[src/rtl/regfile_pkg.sv]
`default_nettype none
// ============================================================================
// Module   : regfile_pkg
// Purpose  : Shared sizing constants, data types and FSM encoding for the
//            general-purpose register file.
// Revision : 1.0 - initial release
// ============================================================================
package regfile_pkg;

    localparam int NUM_REGS = 64;
    localparam int ADDR_W   = 6;
    localparam int DATA_W   = 16;

    typedef logic [ADDR_W-1:0] reg_addr_t;
    typedef logic [DATA_W-1:0] reg_data_t;

    typedef enum logic [0:0] {
        RF_INIT = 1'b0,
        RF_RUN  = 1'b1
    } rf_state_t;

    // Address of the last register covered by the zero sweep
    localparam reg_addr_t c_LAST_ADDR = reg_addr_t'(NUM_REGS - 1);

    // True when the address maps onto real storage; out-of-range addresses
    // read as zero and swallow writes.
    function automatic logic addr_in_range(input reg_addr_t addr);
        return (32'(addr) < 32'(NUM_REGS));
    endfunction

endpackage
`default_nettype wire

[src/rtl/regfile_init_seq.sv]
`default_nettype none
// ============================================================================
// Module   : regfile_init_seq
// Purpose  : INIT/RUN sequencer for the register file. After reset it walks
//            every register address once, requesting a zero write per cycle,
//            then raises ready and stays in RUN until the next reset.
// Revision : 1.0 - initial release
// ============================================================================
module regfile_init_seq
    import regfile_pkg::*;
(
    input  logic              clock,
    input  logic              reset_n,
    output logic              init_we,
    output logic [ADDR_W-1:0] init_addr,
    output logic              ready
);

    rf_state_t r_state;
    rf_state_t w_state_nxt;
    reg_addr_t r_init_cnt;
    reg_addr_t w_init_cnt_nxt;
    logic      r_ready;
    logic      w_ready_nxt;

    // State, sweep counter and ready flag; reset restarts the sweep
    always_ff @(posedge clock or negedge reset_n) begin
        if (!reset_n) begin
            r_state    <= RF_INIT;
            r_init_cnt <= '0;
            r_ready    <= 1'b0;
        end else begin
            r_state    <= w_state_nxt;
            r_init_cnt <= w_init_cnt_nxt;
            r_ready    <= w_ready_nxt;
        end
    end

    // Next state: one zero write per INIT cycle, leave after the last address
    always_comb begin
        w_state_nxt    = r_state;
        w_init_cnt_nxt = r_init_cnt;
        w_ready_nxt    = r_ready;
        init_we        = 1'b0;
        init_addr      = r_init_cnt;

        if (r_state == RF_INIT) begin
            init_we        = 1'b1;
            w_init_cnt_nxt = r_init_cnt + 1'b1;
            if (r_init_cnt == c_LAST_ADDR) begin
                w_state_nxt = RF_RUN;
                w_ready_nxt = 1'b1;
            end
        end
    end

    assign ready = r_ready;

endmodule
`default_nettype wire

[src/rtl/register_file.sv]
`default_nettype none
// ============================================================================
// Module   : register_file
// Purpose  : 3-read / 2-write general-purpose register file with registered
//            read data, zero-fill sweep after reset and a ready flag.
//            Optional build macro REGFILE_BYPASS_EN: when defined, a read of
//            an address written in the same cycle returns the new data
//            (port 2 first); otherwise the read returns the old value.
// Revision : 1.0 - initial release
// ============================================================================
module register_file
    import regfile_pkg::*;
(
    input  logic              clock,
    input  logic              reset_n,
    input  logic [ADDR_W-1:0] reg_rd1,
    input  logic [ADDR_W-1:0] reg_rd2,
    input  logic [ADDR_W-1:0] reg_rd3,
    output logic [DATA_W-1:0] reg_rd1_out,
    output logic [DATA_W-1:0] reg_rd2_out,
    output logic [DATA_W-1:0] reg_rd3_out,
    input  logic [ADDR_W-1:0] reg_wr1,
    input  logic [DATA_W-1:0] reg_wr1_data,
    input  logic              reg_wr1_enable,
    input  logic [ADDR_W-1:0] reg_wr2,
    input  logic [DATA_W-1:0] reg_wr2_data,
    input  logic              reg_wr2_enable,
    output logic              ready
);

    localparam int c_NUM_RD = 3;

    reg_data_t r_mem     [NUM_REGS];
    reg_data_t r_rd_out  [c_NUM_RD];
    reg_data_t w_rd_val  [c_NUM_RD];
    reg_addr_t w_rd_addr [c_NUM_RD];

    logic      w_init_we;
    reg_addr_t w_init_addr;
    logic      w_wr1_go;
    logic      w_wr2_go;

    regfile_init_seq u_init_seq (
        .clock     (clock),
        .reset_n   (reset_n),
        .init_we   (w_init_we),
        .init_addr (w_init_addr),
        .ready     (ready)
    );

    // User writes only take effect in RUN and only to real registers
    assign w_wr1_go = !w_init_we && reg_wr1_enable && addr_in_range(reg_wr1);
    assign w_wr2_go = !w_init_we && reg_wr2_enable && addr_in_range(reg_wr2);

    assign w_rd_addr[0] = reg_rd1;
    assign w_rd_addr[1] = reg_rd2;
    assign w_rd_addr[2] = reg_rd3;

    // Storage update: the zero sweep owns the array during INIT; in RUN port 2
    // is assigned last so it overrides port 1 on an address collision
    always_ff @(posedge clock) begin
        if (w_init_we) begin
            r_mem[w_init_addr] <= '0;
        end else begin
            if (w_wr1_go) begin
                r_mem[reg_wr1] <= reg_wr1_data;
            end
            if (w_wr2_go) begin
                r_mem[reg_wr2] <= reg_wr2_data;
            end
        end
    end

    // Read data selection per port, with optional same-cycle write forwarding
    always_comb begin
        for (int p = 0; p < c_NUM_RD; p++) begin
            w_rd_val[p] = '0;
            if (addr_in_range(w_rd_addr[p])) begin
                w_rd_val[p] = r_mem[w_rd_addr[p]];
            end
`ifdef REGFILE_BYPASS_EN
            if (w_wr1_go && (reg_wr1 == w_rd_addr[p])) begin
                w_rd_val[p] = reg_wr1_data;
            end
            if (w_wr2_go && (reg_wr2 == w_rd_addr[p])) begin
                w_rd_val[p] = reg_wr2_data;
            end
`endif
        end
    end

    // Read output registers: forced to zero until the sweep has finished
    always_ff @(posedge clock or negedge reset_n) begin
        if (!reset_n) begin
            for (int p = 0; p < c_NUM_RD; p++) begin
                r_rd_out[p] <= '0;
            end
        end else begin
            for (int p = 0; p < c_NUM_RD; p++) begin
                r_rd_out[p] <= w_init_we ? '0 : w_rd_val[p];
            end
        end
    end

    assign reg_rd1_out = r_rd_out[0];
    assign reg_rd2_out = r_rd_out[1];
    assign reg_rd3_out = r_rd_out[2];

endmodule
`default_nettype wire

[config.mk]
export PLATFORM = sky130hd
export DESIGN_NAME = register_file
export DESIGN_NICKNAME = d
export VERILOG_FILES = /design/src/rtl/regfile_pkg.sv /design/src/rtl/regfile_init_seq.sv /design/src/rtl/register_file.sv
export SDC_FILE = /design/constraint.sdc
export NUM_CORES = 2
export LEC_CHECK = 0
export ABC_AREA = 1
export BUFFER_PORTS_ARGS = -buffer_cell sky130_fd_sc_hd__buf_2
export CORE_MARGIN = 1
export CORE_UTILIZATION = 35
export DETAILED_ROUTE_END_ITERATION = 8
export PLACE_DENSITY = 0.51
export SYNTH_ARGS = -nofsm -noshare
export SYNTH_HDL_FRONTEND = slang
export SYNTH_SLANG_ARGS = --single-unit
export TNS_END_PERCENT = 20
[constraint.sdc]
create_clock -name clock -period 3.65 [get_ports clock]
set_input_delay 0.73 -clock clock [delete_from_list [all_inputs] [get_ports clock]]
set_output_delay 0.73 -clock clock [all_outputs]
set_load 0.05 [all_outputs]
* After elaboration in Yosys (flattened, before gate mapping) *
Memories as Yosys holds them, arrays and structs flattened.
Cells that the tools add are included.

operators by class
  $add $sub $neg = 1
  equality and inequality tests = 1
  multiplexer cells = 15
  bitwise operators = 1
  reductions and logical operators = 4

operators with widths
  operator                                                       number
  16-bit two-way mux                                             4
  16-bit OR reduction                                            1
  1-bit two-way mux                                              10
  6-bit by 1-bit adder with 6-bit output, second input constant  1
  6-bit equality test, second input constant                     1
  6-bit two-way mux                                              1
  1-bit logical AND                                              2
  2-bit AND reduction                                            1
  1-bit inverter                                                 1

word-level totals
  register bits = 56
  RAM bits = 1024
  memories = 1

memories
  name   depth  width  read ports  clocked after memory_dff  wr ports  RTL line             RTL
  r_mem  64     16     3           0                         2         register_file.sv:33  reg_data_t r_mem [NUM_REGS];

* Logic depth before layout (Yosys ltp) *
  depth in word-level cells = 6
  mapped depth = 12

* By module *
From an unflattened synthesis, not the netlist that was laid out.

second synthesis, totals
  cells, all modules = 11003
  area, all modules = 74247.5 um^2

by module, submodules not included
  module            instances  cells each  area each (um^2)  seq. area each (um^2)
  register_file     1          10951       73852.1           31950.6
  regfile_init_seq  1          52          395.4             200.2

* Least setup slack after synthesis *
OpenSTA, ideal clock, no wires.

  path type = in2reg
  start = in reg_wr1_enable
  end = mem r_mem[0][0] (netlist name), enable pin
  setup time = 411 ps
  data arrival time = 2969 ps
  data required time = 3239 ps
  slack = 270 ps
  stages = 8
  cells stage by stage = nand2_1 > clkbuf_1 > o21ai_0 > nor2_1 > inv_1 > nor3_1 > inv_1 > o21ai_0

RTL lines
  what         RTL line             RTL
  from (decl)  register_file.sv:24  input logic reg_wr1_enable,
  to (decl)    register_file.sv:33

==> metrics <==
grt total ovfl 0; # DRC 2; power per cell area 387 nW/um^2; Initial Util 35.3%; Worst IR Drop VDD 0.557 mV; origin of the worst setup path u_init_seq.r_state; Register Area 32200 um^2; Flop pwr share 40.7%; remaining antenna violation count 0; Post-Syn Nets approximately 11000; Global Route Usage Sum 37.4%; Mean Syn Cell Area 6.75 um^2; WL per Instance 30.5 um; status finished, violations left; Slew HR 9.82%; Critical Path RT 4180 ps; Final Cell Area 84800 um^2; Vias slightly above 80000; top cells by area, synth edfxtp_1 41%, nand2_1 25%, nand3_1 17%; Net Sw Power around 10 mW; Post-synth EDFFs 1024; largest area contributor in the netlist edfxtp_1; Cell Rows 168; Layout area overhead 14.3%; failing checks design-rule violations; Die X approximately 460 um; leak pwr roughly 36 nW; layout cells sized above 1 8.61%; Period minus WS final 3360 ps; antenna violations before repair 31; post-synthesis sequential area ratio between 40 and 50%; Max Clk Rate 297 MHz; CTS max path bufs 3; Int Power 22.7 mW; clk_lat worst skew roughly 850 ps; Placed Area around 80000 um^2; reg-to-reg critical path startpoint u_init_seq.r_state; clk slew on worst S/H paths 60 ps; Slew Viols, Final 0; H-Tree Depth 4; Final #Nets 10700; cell count after synthesis 11000; Clock Root Buffer clkbuf_16; clk sinks 1080; worst setup path class reg2reg; Final Setup Violations 0; Clock power frac 43.0%; vias in the first global route 73500; HPWL after DPL 265000 um; Fillers 21400; CTS tree yes; Crit Path Max Fanout 13; die height 462 um; largest net degree at the start of global routing 97; RSZ-0062 raised after global routing false; vias per inst 6.11; Yosys cell types 21; Die Footprint 214000 um^2; final period utilization around 90%; combinational share of power 16.3%; Ys Warns 0; most common cell in the netlist nand2_1; cts bufs inserted 140; Yosys top cell area share 41.4%; Min-Delay Startpoint reg_wr2_data[14]; total power 32.8 mW; Synth async-reset ratio ~5.2%; core area about 210000 um^2; Sw Ratio 30.8%; r2r setup slk 290 ps; First-pass DRT Iterations 9; initial drt markers 15300; Worst Skew 41.7 ps; port bufs 114; Post-CTS Setup Bufs 0; Yosys reg bits 1080; I/O pin cnt 115; Final Hold Vio Count 0; HP Class in2reg; crit path DAT just under 4000 ps; top_reg_cell synth edfxtp_1; final WL 415000 um; area occupied by multi-input gates 38100 um^2; startpoint types flip-flop; post-synth design cell area 74200 um^2; gpl congestion 1.05; first-pass GRT wire length 575000 um; Max Cap Viol 0; Worst-Margin Slew 1350 ps; worst slack, placed -364 ps; CP endpoint kind flip-flop; Post-synth top cells 4952 x nand2_1, 2594 x nand3_1, 1093 x o21ai_0; final worst slack 288 ps
-- routing by layer --
layer  vias up  part of all wire, %  global-route usage [%]
met5         -                0.025                       0
met3      1172                   13                    10.0
li1      36200                    -                       -
met1     39100                   38                    49.4
met4        16                  7.5                    24.2
met2      6498                   41                    53.8
-- cell families (layout without fill, tap and decap cells) --
family / Yosys count / count (layout) / share of synthesized area, %
AND/OR/NAND/NOR: 7607 / 7607 / 43.1
buffers and inverters: 1150 / 955 / 5.82
AO/OA/AOI/OAI: 1142 / 1142 / 7.71
flip-flops: 1080 / 1080 / 43.3
XOR/XNOR: 5 / 5 / 0.0590
adder cells (fa/ha/maj): 1 / 1 / 0.0169
other: 0 / 9 / 0
-- per-stage QoR --
stage | TNS [ps] | std cells | utilization [%] | hold WS (ps)
6_report | 0 | 13600 | 40.3 | 328
5_1_grt | 0 | 13600 | 40.3 | 337
3_3_place_gp | -149670 | 13300 | 38.2 | 466
3_5_place_dp | -84940 | 13300 | 38.2 | 466
4_1_cts | 0 | 13600 | 40.3 | 287
2_1_floorplan | 0 | 11000 | - | 434
-- worst max-delay path, stage by stage (launching register included) --
cell and delay (ps):
dfrtp_1 350, nand2_2 170, o21ai_1 680, inv_1 190
nor2_1 280, inv_1 130, nor2_1 330, inv_1 320
o21ai_2 410, buf_12 210
-- path summary, 6_finish.rpt --
path,to,depth (start not counted)
setup / recovery,r_mem[51][8],9
hold / removal,r_mem[63][14],3
setup reg to reg,r_mem[51][8],9
hold reg to reg,u_init_seq.ready,1
max in group asynchronous,reg_rd2_out[6],2
min in group asynchronous,u_init_seq.init_addr[0],2
-- layout make-up --
type	instances	share of cell area [%]
Tap cell	2805	4.14
Antenna cell	9	0.0266
Clock buffer	165	4.34
Sequential cell	1080	37.9
Timing Repair Buffer	609	7.19
Clock inverter	86	0.967
Multi-Input combinational cell	8755	44.9
Inverter	95	0.493
-- flip-flops by register name (all words and copies together), names as in the netlist --
signal                count
reg_rd1_out              16
r_mem                  1024
u_init_seq.r_state        1
reg_rd3_out              16
reg_rd2_out              16
u_init_seq.ready          1
u_init_seq.init_addr      6
-- cells in the final DEF (no fill, tap or decap), types with 29 or more instances in the layout --
cell and instances:
o21ai_0 1029, nand3_1 2594, o21ai_2 62, clkinv_2 29, a21oi_1 48, nand2_1 4951
dfrtp_1 56, clkbuf_16 144, inv_1 66, buf_4 361, edfxtp_1 1024, buf_2 101
buf_12 137
-- repair_timing --
item	CTS	global route
hold buffers	1	0
gates resized for setup	0	2
endpoints found under the hold margin	5	0
setup endpoints to repair	0	138
-- power groups by stage --
stage                     Clock, mW  Sequential [mW]  Combinational (mW)
after floorplan                   0             13.6                2.64
after global placement            0             13.6                5.02
after detailed placement          0             13.6                5.05
after CTS                      14.2             13.4                5.06
after global routing           14.6             13.4                5.51
final                          14.1             13.4                5.33
Power figures use the tool's default switching activity.
